**src/rtl/svd_sequencer.sv**
```systemverilog
// Sequencer for a 2x2 SVD core: loads a matrix as eight half-elements, waits for
// the core's completion pulse (or times out), then reads back eight S/UV byte pairs.
//
// state | meaning
// IDLE  | in_ready high, waiting for a matrix
// LOAD  | 8 write cycles, upper then lower 5 bits of each element
// WAIT  | waiting for a core_ready rising edge, bounded by WAIT_MAX cycles
// READ  | 8 output-enable cycles, one S/UV byte pair captured per cycle
// DONE  | result (or timeout) presented until out_ready
module svd_sequencer #(
  parameter int WAIT_MAX = 4095
) (
  input  logic        clk,
  input  logic        rst,
  input  logic        in_valid,
  output logic        in_ready,
  input  logic [39:0] mat_in,
  output logic        core_we,
  output logic        core_oe,
  output logic [1:0]  core_sel,
  output logic [4:0]  core_data,
  input  logic        core_ready,
  input  logic [6:0]  core_s,
  input  logic [7:0]  core_uv,
  output logic        out_valid,
  input  logic        out_ready,
  output logic [55:0] s_out,
  output logic [63:0] uv_out,
  output logic        err
);

  localparam int TW = (WAIT_MAX > 2) ? $clog2(WAIT_MAX) : 1;

  typedef enum logic [2:0] {
    IDLE = 3'd0,
    LOAD = 3'd1,
    WAIT = 3'd2,
    READ = 3'd3,
    DONE = 3'd4
  } state_t;

  state_t        state_q, state_d;
  logic [2:0]    idx_q, idx_d;
  logic [TW-1:0] tmr_q, tmr_d;
  logic [39:0]   mat_q, mat_d;
  logic          ready_q;
  logic          rise;
  logic [9:0]    elem;

  logic          in_ready_d, out_valid_d, err_d, core_we_d, core_oe_d;
  logic [1:0]    core_sel_d;
  logic [4:0]    core_data_d;
  logic [55:0]   s_d;
  logic [63:0]   uv_d;

  always_comb begin
    state_d = state_q;
    idx_d   = idx_q;
    tmr_d   = tmr_q;
    mat_d   = mat_q;
    s_d     = s_out;
    uv_d    = uv_out;
    err_d   = err;
    rise    = core_ready & ~ready_q;

    case (state_q)
      IDLE: begin
        if (in_valid) begin
          state_d = LOAD;
          mat_d   = mat_in;
          idx_d   = 3'd0;
          err_d   = 1'b0;
        end
      end
      LOAD: begin
        if (idx_q == 3'd7) begin
          state_d = WAIT;
          idx_d   = 3'd0;
          tmr_d   = TW'(WAIT_MAX - 1);
        end else begin
          idx_d = idx_q + 3'd1;
        end
      end
      WAIT: begin
        // a completion pulse wins over a simultaneous terminal count
        if (rise) begin
          state_d = READ;
          idx_d   = 3'd0;
        end else if (tmr_q == '0) begin
          state_d = DONE;
          err_d   = 1'b1;
          s_d     = '0;
          uv_d    = '0;
        end else begin
          tmr_d = tmr_q - TW'(1);
        end
      end
      READ: begin
        for (int r = 0; r < 8; r++) begin
          if (idx_q == 3'(r)) begin
            s_d[7*r +: 7]  = core_s;
            uv_d[8*r +: 8] = core_uv;
          end
        end
        if (idx_q == 3'd7) begin
          state_d = DONE;
          idx_d   = 3'd0;
          err_d   = 1'b0;
        end else begin
          idx_d = idx_q + 3'd1;
        end
      end
      DONE: begin
        if (out_ready) state_d = IDLE;
      end
      default: state_d = IDLE;
    endcase

    // outputs are registered, so they are derived from the next state
    case (idx_d[2:1])
      2'd0:    elem = mat_d[9:0];
      2'd1:    elem = mat_d[19:10];
      2'd2:    elem = mat_d[29:20];
      default: elem = mat_d[39:30];
    endcase

    in_ready_d  = (state_d == IDLE);
    out_valid_d = (state_d == DONE);
    core_we_d   = (state_d == LOAD);
    core_oe_d   = (state_d == READ);
    core_sel_d  = (state_d == LOAD || state_d == READ) ? idx_d[2:1] : 2'd0;
    core_data_d = (state_d == LOAD) ? (idx_d[0] ? elem[4:0] : elem[9:5]) : 5'd0;
  end

  always_ff @(posedge clk) begin
    if (rst) begin
      state_q   <= IDLE;
      idx_q     <= 3'd0;
      tmr_q     <= '0;
      mat_q     <= '0;
      ready_q   <= 1'b0;
      in_ready  <= 1'b1;
      out_valid <= 1'b0;
      err       <= 1'b0;
      core_we   <= 1'b0;
      core_oe   <= 1'b0;
      core_sel  <= 2'd0;
      core_data <= 5'd0;
      s_out     <= '0;
      uv_out    <= '0;
    end else begin
      state_q   <= state_d;
      idx_q     <= idx_d;
      tmr_q     <= tmr_d;
      mat_q     <= mat_d;
      ready_q   <= core_ready;
      in_ready  <= in_ready_d;
      out_valid <= out_valid_d;
      err       <= err_d;
      core_we   <= core_we_d;
      core_oe   <= core_oe_d;
      core_sel  <= core_sel_d;
      core_data <= core_data_d;
      s_out     <= s_d;
      uv_out    <= uv_d;
    end
  end

endmodule

```
**config.mk**
```make
export PLATFORM = sky130hd
export DESIGN_NAME = svd_sequencer
export DESIGN_NICKNAME = d
export VERILOG_FILES = /design/src/rtl/svd_sequencer.sv
export SDC_FILE = /design/constraint.sdc
export NUM_CORES = 1
export LEC_CHECK = 0
export BUFFER_PORTS_ARGS = -buffer_cell sky130_fd_sc_hd__buf_4
export CAP_MARGIN = 5
export CORE_ASPECT_RATIO = 0.75
export CORE_MARGIN = 8
export CORE_UTILIZATION = 35
export CTS_CLUSTER_DIAMETER = 150
export DETAILED_ROUTE_END_ITERATION = 10
export PLACE_DENSITY = 0.52
export REMOVE_ABC_BUFFERS = 1
export SLEW_MARGIN = 20
export SYNTH_ARGS = -nofsm -noshare
export SYNTH_HDL_FRONTEND = slang
export SYNTH_SLANG_ARGS = --single-unit
```
**constraint.sdc**
```tcl
create_clock -name clk -period 5.55 [get_ports clk]
set_input_delay 0.2775 -clock clk [delete_from_list [all_inputs] [get_ports clk]]
set_output_delay 0.2775 -clock clk [all_outputs]
set_load 0.01 [all_outputs]
```
# Word level (Yosys, flattened, before mapping)
# Cells that the tools add are included.
# totals
inputBits,60
elab_cells,131
out_inout_bits,132
reg_bits,191
# op_classes
n_reduce_logical,22
addsub,2
bitwise,4
eq_ne,29
n_mux,46
# op_table
op,count
64-bit 2-to-1 mux,2
64-bit one-hot mux with 2 select lines,1
56-bit 2-to-1 mux,2
56-bit one-hot mux with 2 select lines,1
40-bit 2-to-1 mux,2
8-bit 2-to-1 mux,8
7-bit 2-to-1 mux,8
12-bit 2-to-1 mux,3
4-bit AND reduction,9
10-bit one-hot mux with 3 select lines,1
3-bit 2-to-1 mux,9
"2-bit inequality test, second input constant",13
12-bit one-hot mux with 2 select lines,1
"3-bit equality test, second input constant",6
"3-bit by 2-bit equality test with 1-bit output, second input constant",5
3-bit one-hot mux with 5 select lines,1
12-bit zero test,1
"12-bit by 1-bit subtractor with 12-bit output, second input constant",1
"3-bit by 1-bit equality test with 1-bit output, second input constant",3
3-bit zero test,3
3-bit one-hot mux with 3 select lines,1
2-bit OR reduction,3
5-bit 2-to-1 mux,1
5-bit AND reduction,1
other kinds (11),17

# Logic depth before layout (Yosys ltp)
# logic_depth
word_depth,8
ltp_mapped,11
depth_no_buf,10

# Worst setup path before layout
# Ideal clock, no wire load.
# synth_timing
kind,register to register
from,register tmr_q[0]
to,register s_out[27]
path_buffers,2
required_ps,5422
stages_incl_launch_ff,11
arrival_ps,2136
path_slack_ps,3287
synth_period_minus_slack_ps,2263
setup_ps,128
cell_sequence,dfxtp_1 > inv_1 > ha_1 > nor3b_2 > nand4b_1 > a211o_1 > buf_6 > a21oi_4 > buf_8 > mux2i_1 > nor2_1
# synth_between
elab_chain_cells,3
# synth_lines
element,line,rtl
from (decl),44,"logic [TW-1:0] tmr_q, tmr_d;"
from (signal assigned),154,tmr_q <= tmr_d;
12-bit zero test,89,end else if (tmr_q == '0) begin
2-bit inequality test (no source line),-,
4-bit AND reduction (no source line),-,
to (signal assigned),149,s_out <= '0;
to (signal assigned),164,s_out <= s_d;
to (decl),27,"output logic [55:0] s_out,"
# Every way passes these cells.
# A chain may end at the register's enable or synchronous reset.

# Final worst setup path
# layout_timing
from,register tmr_q[0]
to,register s_out[48]
# The elaborated chain is that of the path after synthesis.

==> flow_metrics.env <==
export IMPL_met2_length_um=9843
export IMPL_nFillCells=2123
export IMPL_yosysSeqAreaShare_pct=50.11
export IMPL_worst_pin_slew_ns=1.062
export IMPL_startpoint="tmr_q[0]$_SDFFE_PP0P_"
export IMPL_stdcell_count=1233
export IMPL_rsz0062_at_grt="false"
export IMPL_path_class="flop to flop"
export IMPL_yosys_warnings=0
export IMPL_syn_area_per_cell_um2=9.845
export IMPL_synth_seq_cells=191
export IMPL_postCtsHoldBufs=0
export IMPL_drtIter0Drc=267
export IMPL_ys_flop_type="dfxtp_1"
export IMPL_startpoint_type="flop"
export IMPL_yosysUniqueCellTypes=51
export IMPL_crit_arrival_ns=3.32
export IMPL_dr_pass1_iters=4
export IMPL_status="finished, final reports clean"
export IMPL_setup_viol=0
export IMPL_holdWs_ns=0.09951
export IMPL_highest_layer="met4"
export IMPL_num_io_pins=192
export IMPL_regArea_mm2=0.003824
export IMPL_diodes=0
export IMPL_grt_pass1_wl_um=34110
export IMPL_syn_instance_count=775
export IMPL_synth_area_leaders="dfxtp_1 50%, mux2i_1 20%, nor2_1 7.8%"
export IMPL_drt_met1_wl_um=10850
export IMPL_p_leak_nw=3.941
export IMPL_cts_made_buffers=17
export IMPL_maxCapViolations=0
export IMPL_clkSlewWorstSetupHoldPaths_ns=0.07
export IMPL_clk_latency_ns=0.44
export IMPL_drc=0
export IMPL_overflow=0
export IMPL_ir_drop_mv=0.1863
export IMPL_die_h_um=143.9
export IMPL_core_rowCount=46
export IMPL_synth_edf_count=0
export IMPL_netlist_top_cell_by_area="dfxtp_1"
export IMPL_cp_end_kind="flop"
export IMPL_cts_buffer_depth=2
export IMPL_grt_util_all_layers_pct=16.25
export IMPL_hpwl_um=15240
export IMPL_ctsResizeCount=0
export IMPL_h_tree_depth=4
export IMPL_hold_path_class="input pin to flop"
export IMPL_wl_per_cell_um=17.89
export IMPL_first_global_vias=5700
export IMPL_die_x_um=186.5
export IMPL_multi_input_area_mm2=0.003458
export IMPL_nNetsFinal=1000
export IMPL_synth_top_area_share_pct=50.11
export IMPL_syn_to_final_growth_pct=27.57
export IMPL_fin_skew_ns=0.01453
export IMPL_via_count=5737
export IMPL_path_max_fanout=15
export IMPL_wl_met3_um=1186
export IMPL_place_inst=1202
export IMPL_finalWirelength_um=22060
export IMPL_core_area_mm2=0.02130
export IMPL_grt_max_degree=98
export IMPL_drv_slew=0
export IMPL_port_buffers=191
export IMPL_routabilityCongestion=0.7189
export IMPL_cts_setup_buffers=0
export IMPL_initial_utilization_pct=35.83
export IMPL_period_share_pct=55.00
export IMPL_cts_tree="built"
export IMPL_hold_violations=0
export IMPL_powerDensity_mw_per_mm2=283.9
export IMPL_power_total_mw=2.763
export IMPL_synth_area_mm2=0.007630
export IMPL_drive_above_1_share_pct=26.46
export IMPL_min_from="core_ready"
export IMPL_cts_sinks=191
export IMPL_die_area_mm2=0.02683
export IMPL_viasPerCell=4.653
export IMPL_slew_headroom_pct=29.17
export IMPL_worstPathRequired_ns=5.82
export IMPL_clock_root_buffer="clkbuf_16"
export IMPL_r2r_start="tmr_q[0]$_SDFFE_PP0P_"
export IMPL_antenna_found_initial=0
export IMPL_min_period_ns=3.052
export IMPL_ys_async_sr_fraction_pct=0
export IMPL_max_freq_mhz=327.6
export IMPL_fin_util_pct=45.71
export IMPL_drtAntennaViolNets=0
==> worst max-delay path, stage by stage, from the launching register on <==
cell	delay (ns)
dfxtp_1	0.32
inv_1	0.08
ha_1	0.18
nor3b_2	0.34
nand4b_1	0.27
a211o_1	0.60
a21oi_4	0.76
mux2i_1	0.27
nor2_1	0.06
==> logic make-up (layout without fill, tap and decap cells) <==
logic type	after synthesis	count (layout)	share of synthesized area [%]
mux	151	151	19.83
fa+ha+maj	7	7	1.148
compound gates	80	80	7.248
simple gates	265	265	15.89
xor+xnor	10	10	1.148
buf+inv	71	241	4.624
flops	191	191	50.11
==> registers in the layout, summed over array words and instances, names as in the netlist <==
signal,flops
core_we,1
core_sel,2
ready_q,1
mat_q,40
idx_q,3
core_data,5
state_q,3
s_out,56
tmr_q,12
uv_out,64
out_valid,1
in_ready,1
err,1
core_oe,1
==> cells in the final DEF (no fill, tap or decap), types with 10 or more instances in the layout <==
master	synthesis	layout
a21oi_1	40	40
and2_1	15	15
buf_4	0	198
clkbuf_16	0	17
dfxtp_1	191	191
mux2i_1	150	150
nand2_1	35	35
nand3_1	16	16
nor2_1	159	159
nor3_1	11	10
==> per-stage QoR <==
stage,setup TNS (ns),setup slack (ns),instance area [um^2]
after CTS,0,2.485,9733
after detailed placement,0,2.494,9175
final,0,2.498,9733
after floorplan,-0.9359,-0.2230,7323
after global placement,0,2.570,9175
after global routing,0,2.186,9733
==> Yosys cell counts, types with 8 or more instances <==
cell type,n
dfxtp_1,191
nor2_1,159
mux2i_1,150
clkbuf_1,42
a21oi_1,40
nand2_1,35
nand3_1,16
and2_1,15
nor3_1,11
buf_2,8
o21ai_0,8
o2bb2ai_1,8
==> per-layer routing <==
layer / vias to the layer above / global-route usage, %
li1: 2930 / -
met1: 2677 / 22.49
met2: 119 / 24.67
met3: 11 / 4.552
met4: 0 / 3.877
met5: - / 0
==> final cells by class <==
class | count | area share, %
clock buffers | 18 | 4.512
clock inverters | 13 | 1.221
inverters | 12 | 0.4756
multi-input cells | 513 | 35.53
flip-flops and latches | 191 | 39.29
well taps | 288 | 3.702
repair buffers | 198 | 15.27
==> power by group <==
part	internal [mW]	total, mW	switching, mW
registers	1.39	1.40	0.00712
logic	0.0738	0.180	0.106
clock network	0.601	1.18	0.582
==> final timing paths <==
path,slack (ns),to,cells after the start
hold / removal,0.1,ready_q$_SDFF_PP0_,2
setup reg to reg,2.50,s_out[48]$_SDFFE_PP0P_,8
hold reg to reg,0.45,s_out[54]$_SDFFE_PP0P_,2
setup / recovery,2.50,s_out[48]$_SDFFE_PP0P_,8
(Power assumes the default switching activity.)
